[src/rtl/pad_pkg.sv]
// Shared types and constants for the pad-ring companion logic.
package pad_pkg;

  typedef enum logic [1:0] {
    ST_IN       = 2'd0,
    ST_TURN_OUT = 2'd1,
    ST_OUT      = 2'd2,
    ST_TURN_IN  = 2'd3
  } bus_state_e;

  localparam int IORQ = 0;
  localparam int HALT = 1;
  localparam int M1   = 2;
  localparam int MREQ = 3;
  localparam int RD   = 4;
  localparam int WR   = 5;

  // Strobes are active low, so idle is all ones.
  localparam logic       STROBE_IDLE = 1'b1;
  localparam logic [5:0] CTRL_RST_N  = 6'h3F;

endpackage

[src/rtl/pad_irq_filter.sv]
// One interrupt pin: synchroniser chain followed by a change-qualification counter.
module pad_irq_filter #(
  parameter int SYNC_STAGES = 2,
  parameter int FILT_LEN    = 3
) (
  input  logic clk,
  input  logic reset,
  input  logic pin_n_i,
  output logic irq_n_o
);
  localparam int CW = $clog2(FILT_LEN + 1);
  localparam logic [CW-1:0] CNT_LAST = CW'(FILT_LEN - 1);

  logic [SYNC_STAGES-1:0] sync_q;
  logic [CW-1:0]          cnt_q, cnt_d;
  logic                   irq_q, irq_d;
  logic                   s;

  assign s       = sync_q[SYNC_STAGES-1];
  assign irq_n_o = irq_q;

  // The sample that completes FILT_LEN differing samples flips the output.
  always_comb begin
    cnt_d = '0;
    irq_d = irq_q;
    if (s != irq_q) begin
      if (cnt_q == CNT_LAST) irq_d = s;
      else                   cnt_d = cnt_q + 1'b1;
    end
  end

  always_ff @(posedge clk or posedge reset) begin
    if (reset) begin
      sync_q <= '1;
      cnt_q  <= '0;
      irq_q  <= 1'b1;
    end else begin
      sync_q <= {sync_q[SYNC_STAGES-2:0], pin_n_i};
      cnt_q  <= cnt_d;
      irq_q  <= irq_d;
    end
  end

endmodule

[src/rtl/pad_bus_ctrl.sv]
// Core-side pad ring companion: interrupt conditioning, registered strobes and
// data-bus direction control with enforced turnaround cycles.
module pad_bus_ctrl
  import pad_pkg::*;
#(
  parameter int ADDR_W      = 16,
  parameter int DATA_W      = 8,
  parameter int CTRL_W      = 6,
  parameter int N_IRQ       = 2,
  parameter int SYNC_STAGES = 2,
  parameter int FILT_LEN    = 3,
  parameter int TURN_CYCLES = 1
) (
  input  logic              clk,
  input  logic              reset,
  input  logic [N_IRQ-1:0]  pad_irq_n,
  output logic [N_IRQ-1:0]  irq_n,
  output logic              nmi_pending,
  input  logic              nmi_ack,
  input  logic [ADDR_W-1:0] addr,
  input  logic [CTRL_W-1:0] ctrl_n,
  output logic [ADDR_W-1:0] pad_addr,
  output logic [CTRL_W-1:0] pad_ctrl_n,
  input  logic [DATA_W-1:0] data_out,
  input  logic              data_out_en,
  output logic              drive_ready,
  output logic [DATA_W-1:0] pad_data_o,
  output logic              pad_data_oe,
  input  logic [DATA_W-1:0] pad_data_i,
  output logic [DATA_W-1:0] data_in
);
  localparam int TW = (TURN_CYCLES > 1) ? $clog2(TURN_CYCLES) : 1;
  localparam logic [TW-1:0] TC_LAST = TW'(TURN_CYCLES - 1);

  logic [ADDR_W-1:0] addr_q;
  logic [CTRL_W-1:0] ctrl_q;
  logic [DATA_W-1:0] dout_q, din_q;
  logic              irq0_prev_q, nmi_q, nmi_d;
  logic              drive_q;
  bus_state_e        state_q, state_d;
  logic [TW-1:0]     tcnt_q, tcnt_d;

  for (genvar g = 0; g < N_IRQ; g++) begin : g_irq
    pad_irq_filter #(.SYNC_STAGES(SYNC_STAGES), .FILT_LEN(FILT_LEN)) u_filt (
      .clk     (clk),
      .reset   (reset),
      .pin_n_i (pad_irq_n[g]),
      .irq_n_o (irq_n[g])
    );
  end

  // A fresh filtered falling edge beats a simultaneous acknowledge.
  always_comb begin
    nmi_d = nmi_q;
    if (irq0_prev_q && !irq_n[0]) nmi_d = 1'b1;
    else if (nmi_ack)             nmi_d = 1'b0;
  end

  always_comb begin
    state_d = state_q;
    tcnt_d  = tcnt_q;
    case (state_q)
      ST_IN: if (data_out_en) begin
        state_d = ST_TURN_OUT;
        tcnt_d  = '0;
      end
      ST_TURN_OUT: begin
        if (!data_out_en)          state_d = ST_IN;
        else if (tcnt_q == TC_LAST) state_d = ST_OUT;
        else                        tcnt_d  = tcnt_q + 1'b1;
      end
      ST_OUT: if (!data_out_en) begin
        state_d = ST_TURN_IN;
        tcnt_d  = '0;
      end
      ST_TURN_IN: begin
        if (tcnt_q == TC_LAST) state_d = ST_IN;
        else                   tcnt_d  = tcnt_q + 1'b1;
      end
      default: state_d = ST_IN;
    endcase
  end

  // Output enable is a flop decoded from next state, never core-driven directly.
  always_ff @(posedge clk or posedge reset) begin
    if (reset) begin
      addr_q      <= '0;
      ctrl_q      <= {CTRL_W{STROBE_IDLE}};
      dout_q      <= '0;
      din_q       <= '0;
      irq0_prev_q <= 1'b1;
      nmi_q       <= 1'b0;
      drive_q     <= 1'b0;
      state_q     <= ST_IN;
      tcnt_q      <= '0;
    end else begin
      addr_q      <= addr;
      ctrl_q      <= ctrl_n;
      dout_q      <= data_out;
      irq0_prev_q <= irq_n[0];
      nmi_q       <= nmi_d;
      drive_q     <= (state_d == ST_OUT);
      state_q     <= state_d;
      tcnt_q      <= tcnt_d;
      if (state_q == ST_IN) din_q <= pad_data_i;
    end
  end

  assign pad_addr    = addr_q;
  assign pad_ctrl_n  = ctrl_q;
  assign pad_data_o  = dout_q;
  assign data_in     = din_q;
  assign nmi_pending = nmi_q;
  assign pad_data_oe = drive_q;
  assign drive_ready = drive_q;

endmodule
[config.mk]
export PLATFORM = sky130hd
export DESIGN_NAME = pad_bus_ctrl
export DESIGN_NICKNAME = d
export VERILOG_FILES = /design/src/rtl/pad_pkg.sv /design/src/rtl/pad_irq_filter.sv /design/src/rtl/pad_bus_ctrl.sv
export SDC_FILE = /design/constraint.sdc
export NUM_CORES = 1
export LEC_CHECK = 0
export CORE_MARGIN = 1.5
export CORE_UTILIZATION = 36
export CTS_BUF_LIST = sky130_fd_sc_hd__clkbuf_4 sky130_fd_sc_hd__clkbuf_8
export DETAILED_ROUTE_END_ITERATION = 12
export PLACE_DENSITY = 0.78
export SYNTH_ARGS = -nofsm -noshare
export SYNTH_HDL_FRONTEND = slang
export SYNTH_HIERARCHICAL = 1
export SYNTH_SLANG_ARGS = --single-unit
[constraint.sdc]
create_clock -name clk -period 1.3 [get_ports clk]
set_input_delay 0.26 -clock clk [delete_from_list [all_inputs] [get_ports clk]]
set_output_delay 0.26 -clock clk [all_outputs]
set_load 0.01 [all_outputs]
==> impl_results.md, run 1 <==
- Yosys top cell area share: 0.618
- R2R Path Start: state_q[0]
- CP peak stage delay: 0.40 ns
- Initial core utilization: 0.372
- Post-route ant nets: 0
- All-layer global routing usage: 0.148
- Routed Wire Length: 3430 um
- Yosys top cell by area: dfrtp_1
- Crit Path Max Fanout: 2
- Setup_tns: 0 ns
- Comb pwr share: 0.272
- DR WL/cell: 14.6 um
- Setup crit start kind: register
- Status: finished clean
- Post-Syn Area per Cell: 18.8 um^2
- R2r endpoint: data_in[3]
- Sw power: 1230 uW
- Worst-skew pair later-pin latency: 0.29 ns
- Input/output buffers: 86
- Worst Setup EP: data_in[4]
- RSZ-0062 raised after global routing: false
- Post-Syn Nets: 130
- Ant diodes: 0
- VDD IR max: approximately 780 uV
- Die Area: 4910 um^2
- First-pass GRT wire length: 5600 um
- Post-synthesis sequential area ratio: 0.829
- Clk slew on worst S/H paths: about 0.09 ns
- Number of synthesized flops with an enable pin: 0
- Commonest cells in the netlist: 40 x dfrtp_1, 13 x dfstp_2, 8 x mux2_2
- Asr flop ratio synth: 1.00
- GPL Wtd Cong: 0.686
- Worst path required time: about 1.0 ns
- Power share of the clock group: 0.244
- Syn Inst Count: 86
- Drt first pass iters: 4
- Worst-case reg-to-reg path depth: 2
- Netlist Area Pre-Place: 1620 um^2
- Worst-Margin Slew: around 0.25 ns
- Initial antenna violation count: 0
- Top-count cell post-synth: dfrtp_1
- Internal: 3420 uW
- Vias/cell: 4.38
- Core area: 4350 um^2
- Slew Limit Fails: 0
- Initial DRC Count: 17
- Minimum clock period: 1.24 ns
- Final number of setup-violating endpoints: 0
- Num rows: 24
- Lkg Pwr: 0.00120 uW
- Tcrit/Tclk final: 0.957
- DRC Markers: 0
- Worst min path class: in2async
- Max Fclk: 804 MHz
- Critical path's top delay family: flip-flops
- Hpwl dp: 2720 um
- Crit path from: data_in[4]
- Crit path DAT: about 0.98 ns
- Die H: 70.1 um
- Crit path buffers/inverters: 1
- CTS root buf: clkbuf_8
- TritonCTS clock tree: built
- Area Growth Syn to Fin: 62.3%
- Clk sinks: 53
- Most common flop cell mapped by yosys: dfrtp_1
- Final setup margin: approximately 0.057 ns
- Layout Nets: 226
- Seq cells post-synth: 53
- Share of layout cells above drive strength 1: 0.251
- Cell variety after synth: 17
- Place WS: -0.00574 ns
- WS Path Type: reg2out
- Final Hold Fails: 0
- Die W: 70.1 um
- Total stage count of the critical path: 1
- Slew margin rel.: 0.834
- CP max stage cell: dfrtp_1
- Sequential power share: 0.484
- IO Count: 87
- Inst Count DP: roughly 230
- Vias: 1029
- Overflow after GRT: 0
- Worst Setup End Kind: primary output
- Top area cells in the synthesized netlist: dfrtp_1 62%, dfstp_2 21%, mux2_2 5.6%
- Cts bufs inserted: 5
- CTS max path bufs: 2
- MaxCap Viol Count: 0
- Largest net degree at the start of global routing: 23
- H-tree level count: 2
- CP Cell Sequence: dlygate4sd2_1
- Setup slack, reg-to-reg: 0.06 ns
- Hold_buf cts: 0
- PwrDens: approximately 1800 nW/um^2
- Switching share of power: 0.264
- Vias in the first global route: around 1100
- Skew final: between 0.01 and 0.015 ns
- Final Non-Filler Cells: 235
- Overall power: between 4000 and 5000 uW
- Synthesis Warnings: 6
## repair_timing
| item | in CTS | in global routing |
|---|---|---|
| gates resized for setup | 64 | 3 |
| buffers inserted | 0 | 0 |
| endpoints found under the setup margin | 43 | 3 |
## flip-flops by register name, indices dropped and copies added (netlist names)
| signal | flops |
|---|---|
| pad_addr | 16 |
| data_in | 8 |
| pad_data_o | 8 |
| pad_ctrl_n | 6 |
| g_irq.u_filt/cnt_q | 4 |
| g_irq.u_filt/sync_q | 4 |
| g_irq.u_filt/irq_n_o | 2 |
| state_q | 2 |
| drive_ready | 1 |
| irq0_prev_q | 1 |
| nmi_pending | 1 |
## per-layer routing
metal  GRT usage  up-vias  wire, um
met4      0.0812        0        99
met5           0        -         0
met2       0.249       48      1800
li1            -      464         -
met3      0.0563        8       271
met1       0.162      509      1260
## kinds of logic after synthesis
kind of cell           count (synthesis)  share of synthesized area
XOR/XNOR                               4                     0.0216
AND/OR/NAND/NOR                       10                     0.0502
multiplexers                          10                     0.0741
buffers and inverters                  7                     0.0185
flip-flops                            53                      0.829
AO/OA/AOI/OAI                          2                    0.00695
## power groups by stage
stage | Clock (uW) | Combinational (uW) | Sequential, uW
after floorplan | 0 | 531 | 2400
after global placement | 0 | 1400 | 2260
after detailed placement | 0 | 1460 | 2300
after CTS | 1170 | 1290 | 2250
after global routing | 1250 | 1360 | 2300
final | 1130 | 1260 | 2250
## cell type report
cell class | count | area [um^2]
Fill cell | 334 | 1720
Sequential cell | 53 | 1340
Tap cell | 52 | 65.1
Inverter | 6 | 22.5
Clock inverter | 1 | 30.0
Clock buffer | 7 | 90.1
Timing Repair Buffer | 90 | 832
Multi-Input combinational cell | 26 | 248
## layout by cell type, fill, tap and decap left out, types with 3 or more instances in the layout
master           instances
inv_1                    5
clkbuf_8                 6
buf_2                    8
xnor2_1                  3
clkdlybuf4s50_1         43
mux2_2                   8
dfrtp_1                 40
dlygate4sd2_1           35
dfstp_2                 13
## per-stage QoR
| stage | instance area (um^2) | util | hold slack, ns |
|---|---|---|---|
| 6_report | 2630 | 0.604 | 0.237 |
| 5_1_grt | 2630 | 0.604 | 0.250 |
| 4_1_cts | 2650 | 0.608 | 0.238 |
| 3_5_place_dp | 2590 | 0.596 | 0.349 |
| 3_3_place_gp | 2590 | 0.596 | 0.347 |
| 2_1_floorplan | 1620 | - | 0.0363 |
## how the worst min path moves through the flow
stage / from / to / slack, ns / depth (start not counted)
after floorplan: reset / g_irq[0].u_filt/cnt_q[0] / 0.04 / 1
after global placement: g_irq[0].u_filt/sync_q[0] / g_irq[0].u_filt/sync_q[1] / 0.35 / 0
after detailed placement: g_irq[0].u_filt/sync_q[0] / g_irq[0].u_filt/sync_q[1] / 0.35 / 0
after CTS: reset / g_irq[0].u_filt/cnt_q[0] / 0.24 / 2
after global routing: reset / g_irq[0].u_filt/cnt_q[0] / 0.25 / 2
final: reset / g_irq[0].u_filt/cnt_q[0] / 0.24 / 2
No activity file was read; power rests on OpenSTA's default activity.
==> run 2, diff against run 1 <==
- GPL_TIMING_DRIVEN: default -> 0
- SYNTH_HIERARCHICAL: 1 -> default
==> impl_results.md, run 2 <==
- Worst path required time: approximately 1.0 ns
- Cts bufs inserted: 5
- Yosys top cell area share: 0.624
- Netlist Area Pre-Place: 1610 um^2
- Adder-cell share of the synthesized area: 0
- Xor and xnor area share after synthesis: 0.0218
- Worst-skew pair later-pin latency: 0.30 ns
- Crit path DAT: 0.99 ns
- R2r endpoint: data_in[1]
- DR WL/cell: around 15 um
- Number of synthesized flops with an enable pin: 0
- CP max stage cell: dfrtp_1
- Final Hold Fails: 0
- Initial DRC Count: 31
- Overflow after GRT: 0
- Crit path from: data_in[7]
- Core area: 4320 um^2
- Die H: 69.8 um
- Most common flop cell mapped by yosys: dfrtp_1
- CTS root buf: clkbuf_8
- Synthesis Warnings: 0
- Seq cells post-synth: 53
- Post-Syn Nets: between 100 and 150
- First-pass GRT wire length: between 5000 and 6000 um
- DRC Markers: 0
- # fillers: ~360
- Die Area: 4870 um^2
- TritonCTS clock tree: built
- MaxCap Viol Count: 0
- Worst min path class: in2reg
- Vias in the first global route: 1176
- Commonest cells in the netlist: 40 x dfrtp_1, 13 x dfstp_2, 10 x mux2_2
- Top-count cell post-synth: dfrtp_1
- Status: finished clean
- Worst-Margin Slew: between 0.5 and 0.6 ns
- Setup_tns: 0 ns
- Largest net degree at the start of global routing: 54
- Worst Hold Path EP: g_irq[1].u_filt.sync_q[0]
- VDD IR max: 1360 uV
- Routed Wire Length: roughly 3600 um
- Setup slack, reg-to-reg: about 0.11 ns
- Crit Path Max Fanout: 2
- Design Area, Final: 2590 um^2
- Commonest cells after routing, fill and taps aside: 43 x clkdlybuf4s50_1, 40 x dfrtp_1, 34 x dlygate4sd2_1
- Combinational family with the most area after synthesis: multiplexers
- Slew Limit Fails: 0
- Cell variety after synth: 16
- Hpwl dp: 2640 um
- Num rows: 24
- Layout Nets: 224
- Most common cell after layout, fill and taps aside: clkdlybuf4s50_1
- Hold Crit Start: pad_irq_n[1]
- Max Fclk: 802 MHz
- Asr flop ratio synth: 1.00
- Synth Area in Simple Gates: 0.0413
- Slew margin rel.: 0.610
- Largest register FFs: 16
- Syn Inst Count: 86
- PwrDens: 1790 nW/um^2
- Clk sinks: 53
- Tcrit/Tclk final: 0.959
- IO Count: between 80 and 90
- Die W: 69.8 um
- WS Path Type: reg2out
- Share of layout cells above drive strength 1: 0.254
- CP Cell Sequence: dlygate4sd2_1
- Minimum clock period: 1.25 ns
- Setup crit start kind: register
- Yosys top cell by area: dfrtp_1
- Area fraction in compound gates after synthesis: 0.00701
- Vias/cell: roughly 4.4
- Mux cell area share after synthesis: 0.0701
- Crit path buffers/inverters: 1
- Post-Syn Area per Cell: roughly 19 um^2
- Post-synthesis sequential area ratio: 0.836
- Drt first pass iters: 3
- Initial antenna violation count: 0
- Clk slew on worst S/H paths: ~0.090 ns
- All-layer global routing usage: 0.157
- Top area cells in the synthesized netlist: dfrtp_1 62%, dfstp_2 21%, mux2_2 7.0%
- Placed cell areas: between 2000 and 3000 um^2
- Post-route ant nets: 0
- Skew final: 0.00232 ns
- RSZ-0062 raised after global routing: false
- R2R Path Start: state_q[0]
- Lkg Pwr: between 0.001 and 0.0015 uW
- Worst-case reg-to-reg path depth: 2
- Ant diodes: 0
- GPL Wtd Cong: 0.706
- Overall power: 4640 uW
- Input/output buffers: between 80 and 90
- Worst Setup End Kind: primary output
- CP peak stage delay: 0.40 ns
- Area Growth Syn to Fin: 61.6%
- CTS max path bufs: 2
- Vias: 1032
- Final number of setup-violating endpoints: 0
- Hold Crit Depth: 1
- H-tree level count: 2
- Initial core utilization: 0.371
- Critical path's top delay family: flip-flops
[run 2: cell count changes after synthesis, sizes merged]
| cell | delta |
|---|---|
| buf | +2 |
| inv | -2 |
[run 2: how the worst max path moves through the flow]
stage	endpoint	slack, ns	cells after the start
floorplan	data_in[0]	0.20	2
global placement	g_irq[1].u_filt.cnt_q[0]	-0.14	2
detailed placement	drive_ready	-0.23	2
CTS	irq_n[0]	0.002	2
global route	data_in[4]	0.01	1
finish	data_in[7]	0.05	1
[run 2: cell type report]
type / instances / area, um^2 / area share
Inverter: 4 / 18.8 / 0.00724
Tap cell: 52 / 65.1 / 0.0251
Clock inverter: 1 / 30.0 / 0.0116
Multi-Input combinational cell: 26 / 225 / 0.0868
Sequential cell: 53 / 1340 / 0.518
Clock buffer: 7 / 90.1 / 0.0347
Timing Repair inverter: 1 / 7.51 / 0.00289
Timing Repair Buffer: 89 / 815 / 0.314
[run 2: logic make-up after synthesis]
| family | Yosys count |
|---|---|
| DFF | 53 |
| muxes | 10 |
| and+or+nand+nor | 10 |
| buffers and inverters | 7 |
| xor gates and xnor gates | 4 |
| AOI/OAI and AO/OA | 2 |
[run 2: where the power goes]
group / total, uW / internal, uW / switching, uW
sequential: 2240 / 2030 / 210
combinational: 1260 / 747 / 508
clock: 1140 / 648 / 494
total: 4640 / 3430 / 1210
[run 2: stage by stage]
| step | hold slack, ns | cells | setup WS, ns | utilization |
|---|---|---|---|---|
| floorplan | 0.264 | 86 | 0.202 | - |
| global placement | 0.346 | 224 | -0.139 | 0.586 |
| detailed placement | 0.351 | 224 | -0.230 | 0.586 |
| CTS | 0.345 | 233 | 0.00197 | 0.601 |
| global route | 0.349 | 233 | 0.0142 | 0.600 |
| finish | 0.356 | 233 | 0.0532 | 0.600 |
[run 2: repair_timing]
item                                   CTS  global route
hold buffers                             0             0
setup endpoints to repair               43            40
endpoints found under the hold margin    0             0
resized for setup                       72             1
cloned                                   0             1
buffers inserted                         3             0
[run 2: per-layer routing]
| layer | track usage | part of all wire | vias to the layer above |
|---|---|---|---|
| li1 | - | - | 458 |
| met1 | 0.165 | 0.34 | 511 |
| met2 | 0.258 | 0.52 | 58 |
| met3 | 0.0916 | 0.13 | 5 |
| met4 | 0.0641 | 0.016 | 0 |
| met5 | 0 | 0 | - |
==> run 3, diff against run 2 <==
- CAP_MARGIN: default -> 15
==> impl_results.md, run 3 (synthesized netlist as in run 2, its figures left out) <==
- Status: finished clean
- Worst min path class: in2async
- Routed Wire Length: around 3500 um
- Vias: 1026
- CP max stage cell: dfrtp_1
- VDD IR max: 1350 uV
- Layout Nets: 224
- Slew Limit Fails: 0
- Ant diodes: 0
- Commonest cells after routing, fill and taps aside: 43 x clkdlybuf4s50_1, 40 x dfrtp_1, 34 x dlygate4sd2_1
- Slew margin rel.: 0.629
- First-pass GRT wire length: 5730 um
- PwrDens: 1780 nW/um^2
- Num rows: 24
- Share of layout cells above drive strength 1: 0.254
- Clk slew on worst S/H paths: about 0.09 ns
- Max Fclk: 807 MHz
- WS Path Type: reg2out
- Worst path required time: 1.04 ns
- R2R Path Start: state_q[0]
- Worst-skew pair later-pin latency: ~0.30 ns
- DR WL/cell: 15.1 um
- R2r endpoint: data_in[1]
- Final Non-Filler Cells: 233
- Minimum clock period: between 1 and 1.5 ns
- All-layer global routing usage: 0.157
- Largest net degree at the start of global routing: 54
- H-tree level count: 2
- Hpwl dp: 2640 um
- Inst Count DP: 224
- Input/output buffers: 86
- Final number of setup-violating endpoints: 0
- Initial antenna violation count: 0
- Lkg Pwr: around 0.0012 uW
- # fillers: 361
- Overflow after GRT: 0
- TritonCTS clock tree: built
- Crit path DAT: 0.98 ns
- Initial core utilization: 0.371
- DRC Markers: 0
- Largest register FFs: 16
- RSZ-0062 raised after global routing: false
- Clk sinks: 53
- Setup slack, reg-to-reg: approximately 0.10 ns
- Worst Setup End Kind: primary output
- Placed cell areas: 2530 um^2
- GPL Wtd Cong: 0.706
- Worst-case reg-to-reg path depth: 2
- Crit path buffers/inverters: 1
- CP Cell Sequence: dlygate4sd2_1
- Area Growth Syn to Fin: 62.4%
- Crit path from: pad_addr[0]
- Final Hold Fails: 0
- Initial DRC Count: 42
- Cts bufs inserted: 5
- Most common cell after layout, fill and taps aside: clkdlybuf4s50_1
- Design Area, Final: 2610 um^2
- Die W: 69.8 um
- Crit Path Max Fanout: 1
- Overall power: 4640 uW
- Die H: 69.8 um
- Core area: approximately 4300 um^2
- IO Count: 87
- CP peak stage delay: 0.38 ns
- Worst-Margin Slew: about 0.56 ns
- Vias/cell: 4.40
- Vias in the first global route: ~1200
- MaxCap Viol Count: 0
- Tcrit/Tclk final: 0.953
- Critical path's top delay family: flip-flops
- Setup crit start kind: register
- Die Area: around 5000 um^2
- CTS root buf: clkbuf_8
- CTS max path bufs: 2
- Finished Core Util: 0.603
- Total stage count of the critical path: 1
- Hold_buf cts: 0
- Post-route ant nets: 0
- Skew final: around 0.0027 ns
- Drt first pass iters: 3
- Worst Setup EP: pad_addr[0]
==> run 3: cell count changes in the layout (fill, tap and decap cells not counted), sizes merged <==
cell      before  now
buf           12   13
clkinvlp       2    1
==> run 3: layout make-up <==
class	count	area [um^2]	area share
timing repair buffer	90	835	0.320
clock inverter	1	30.0	0.0115
clock buffer	7	90.1	0.0346
inverter	4	18.8	0.00720
multi-input combinational	26	225	0.0864
sequential	53	1340	0.515
tap	52	65.1	0.0250
==> run 3: what timing repair did <==
| action | 4_1_cts | 5_1_grt |
|---|---|---|
| buffers inserted | 3 | 0 |
| resized for setup | 72 | 0 |
| setup endpoints to repair | 43 | 1 |
| pin swaps | 0 | 0 |
==> run 3: metal layers <==
| layer | GRT usage | wire (um) |
|---|---|---|
| met5 | 0 | 0 |
| met4 | 0.0641 | 57 |
| met1 | 0.165 | 1180 |
| met2 | 0.258 | 1810 |
| met3 | 0.0916 | 465 |
==> run 3: how the worst min path moves through the flow <==
stage | startpoint | end | slack (ns) | cells past startpoint
2_1_floorplan | pad_irq_n[0] | g_irq[0].u_filt.sync_q[0] | 0.26 | 0
3_3_place_gp | g_irq[0].u_filt.sync_q[0] | g_irq[0].u_filt.sync_q[1] | 0.35 | 0
3_5_place_dp | g_irq[1].u_filt.sync_q[0] | g_irq[1].u_filt.sync_q[1] | 0.35 | 0
4_1_cts | pad_irq_n[1] | g_irq[1].u_filt.sync_q[0] | 0.34 | 1
5_1_grt | pad_irq_n[1] | g_irq[1].u_filt.sync_q[0] | 0.35 | 1
6_report | reset | pad_data_o[3] | 0.35 | 2
==> run 3: power by group <==
| group | switching (uW) | leakage [uW] | internal [uW] |
|---|---|---|---|
| clock | 493 | 0.0000619 | 648 |
| sequential | 209 | 0.000612 | 2030 |
| combinational | 505 | 0.000502 | 753 |
| total | 1210 | 0.00118 | 3430 |
==> run 3: metrics by stage <==
stage / setup WS [ns] / hold slack (ns) / setup TNS, ns
finish: 0.0614 / 0.353 / 0
global route: 0.0142 / 0.349 / 0
CTS: 0.00197 / 0.345 / 0
detailed placement: -0.230 / 0.351 / -10.73
global placement: -0.139 / 0.346 / -6.12
floorplan: 0.202 / 0.264 / 0
==> edit: new RTL, flow settings as in run 1 <==
`addr_q` and `dout_q` no longer have a reset.
--- a/src/rtl/pad_bus_ctrl.sv
+++ b/src/rtl/pad_bus_ctrl.sv
@@ -84,9 +84,7 @@
   // Output enable is a flop decoded from next state, never core-driven directly.
   always_ff @(posedge clk or posedge reset) begin
     if (reset) begin
-      addr_q      <= '0;
       ctrl_q      <= {CTRL_W{STROBE_IDLE}};
-      dout_q      <= '0;
       din_q       <= '0;
       irq0_prev_q <= 1'b1;
       nmi_q       <= 1'b0;
@@ -94,9 +92,7 @@
       state_q     <= ST_IN;
       tcnt_q      <= '0;
     end else begin
-      addr_q      <= addr;
       ctrl_q      <= ctrl_n;
-      dout_q      <= data_out;
       irq0_prev_q <= irq_n[0];
       nmi_q       <= nmi_d;
       drive_q     <= (state_d == ST_OUT);
@@ -104,6 +100,11 @@
       tcnt_q      <= tcnt_d;
       if (state_q == ST_IN) din_q <= pad_data_i;
     end
+  end
+
+  always_ff @(posedge clk) begin
+    addr_q <= addr;
+    dout_q <= data_out;
   end
 
   assign pad_addr    = addr_q;
Check against the original RTL: not equivalent (Yosys sat finds a counterexample within 4 cycles, from zero or initial values and one cycle with reset high).
==> edit against run 1 <==
Routed wire length fell by 7.1%. Total power down 1.7%. Sequential cell count stayed put. Final area shrank 5.8%. Synthesized cell count stayed put. Final cell count down 0.85%. Setup slack improved by 0.0079 ns. Hold slack got worse by 0.025 ns. Area after synthesis fell by 7.4%. Critical endpoint is now data_in[6]. Count of clock-buffer cells in the layout decreased by 1. Critical path type unchanged.
==> edit: results (changes against run 1) <==
[power_and_ir_drop]
static-leakage-power_nw=1.11  ; was 1.20 nW
p_clk_share_pct=24.0  ; was 24.4%
p_switching_mw=1.21  ; was 1.23 mW
power_frac_seq_pct=49.0  ; was 48.4%
peakVddDrop_mv=1.03  ; was 0.775 mV

[final_layout]
fillerInstances=305  ; was 334
largest_reg_flops=16  ; unchanged
fin_nets=226  ; unchanged

[place]
globalplace.congestion=0.675  ; was 0.686
dp_hpwl_mm=2.60  ; was 2.72 mm
pre_cts_ws_ns=-0.00548  ; was -0.00574 ns

[routing]
first_iter_violations=2  ; was 17
drt-total-wl_mm=3.19  ; was 3.43 mm
ant_nets=0  ; unchanged
dr_wl_met2_mm=1.53  ; was 1.80 mm
wl_met3_um=602  ; was 271 µm
first_pass_iters=2  ; was 4
wirelength_met1_mm=1.04  ; was 1.26 mm
vias=985  ; was 1029

[critical_path]
arrival_ns=0.98  ; about the same
path_delay_family=flip-flops  ; unchanged
r2r-end=data_in[6]$_DFFE_PP0N_  ; was data_in[3]$_DFFE_PP0N_
crit_start=data_in[6]$_DFFE_PP0N_  ; was data_in[4]$_DFFE_PP0N_
rr_worst_depth=2  ; unchanged
critPathMaxFanout=2  ; unchanged
r2r_slack_ns=0.09  ; was 0.06 ns
slowest_delay_ns=0.39
critPathCapture=data_in[6]  ; was data_in[4]

[clock_tree]
cts-root-buf=clkbuf_8  ; unchanged
cts_resized=65  ; was 64
ctsHoldBuffers=0  ; unchanged

[global_route]
grt_util_met3_pct=12.0  ; was 5.63%
grt_max_degree=17  ; was 23
grt_first_pass_wirelength_mm=4.80  ; was 5.60 mm
grt_use_total_pct=15.0  ; was 14.8%
met1_usage_pct=14.3  ; was 16.2%
met2_usage_pct=24.1  ; was 24.9%
grt_pass1_vias=997  ; was 1135

[synthesis]
synthArstFlopShare_pct=54.7  ; was 100%
synth_area_leaders=dfxtp_1 (32%), dfrtp_1 (27%), dfstp_2 (23%)  ; was dfrtp_1 (62%), dfstp_2 (21%), mux2_2 (5.6%)
ys_warn_count=6  ; unchanged
yosys.area_share.xor_xnor_pct=2.34  ; was 2.16%
synth_compound_area_share_pct=0.751  ; was 0.695%
seq_area_frac_synth_pct=81.5  ; was 82.9%
synth_fp_nets=130  ; unchanged
yosys.cell_types.count=18  ; was 17
muxShareOfSynthArea_pct=8.01  ; was 7.41%
synthTopCellsByCount=dfxtp_1 (24), dfrtp_1 (16), dfstp_2 (13)  ; was dfrtp_1 (40), dfstp_2 (13), mux2_2 (8)

[sta]
worst_slack_ns=0.0644  ; was 0.0565 ns
relSlewSlack_pct=83.2  ; was 83.4%
skew_ns=0.00870  ; was 0.0107 ns

[outcome]
outcome=complete, no violations  ; unchanged

edit: cell types whose count changed in the layout (fill, tap and decap cells not counted), sizes merged:
cell and change:
clkbuf -1, dfrtp -24, dfxtp +24, inv +1
edit: area by class of cell:
type	count	area, µm²	area share, %
tap	50	62.6	2.53
clock buffer	6	76.3	3.08
multi-input combinational	26	248	10.0
sequential	53	1220	49.3
inverter	6	22.5	0.909
clock inverter	2	38.8	1.57
timing repair buffer	90	807	32.6
edit: through the flow:
stage	TNS, ns	hold slack (ns)	std cells	instance area [µm²]	total power [mW]
final	0	0.211	233	2480	4.57
after global routing	0	0.223	233	2480	4.84
after CTS	0	0.205	233	2490	4.64
after global placement	0	0.347	225	2450	3.64
after floorplan	0	0.0363	86	1500	2.91
after detailed placement	-0.00692	0.347	225	2450	3.73
edit: cells by family after synthesis:
group,count (synthesis)
AOI/OAI and AO/OA,2
muxes,10
DFF,53
xor gates and xnor gates,4
buffers and inverters,7
and+or+nand+nor,10
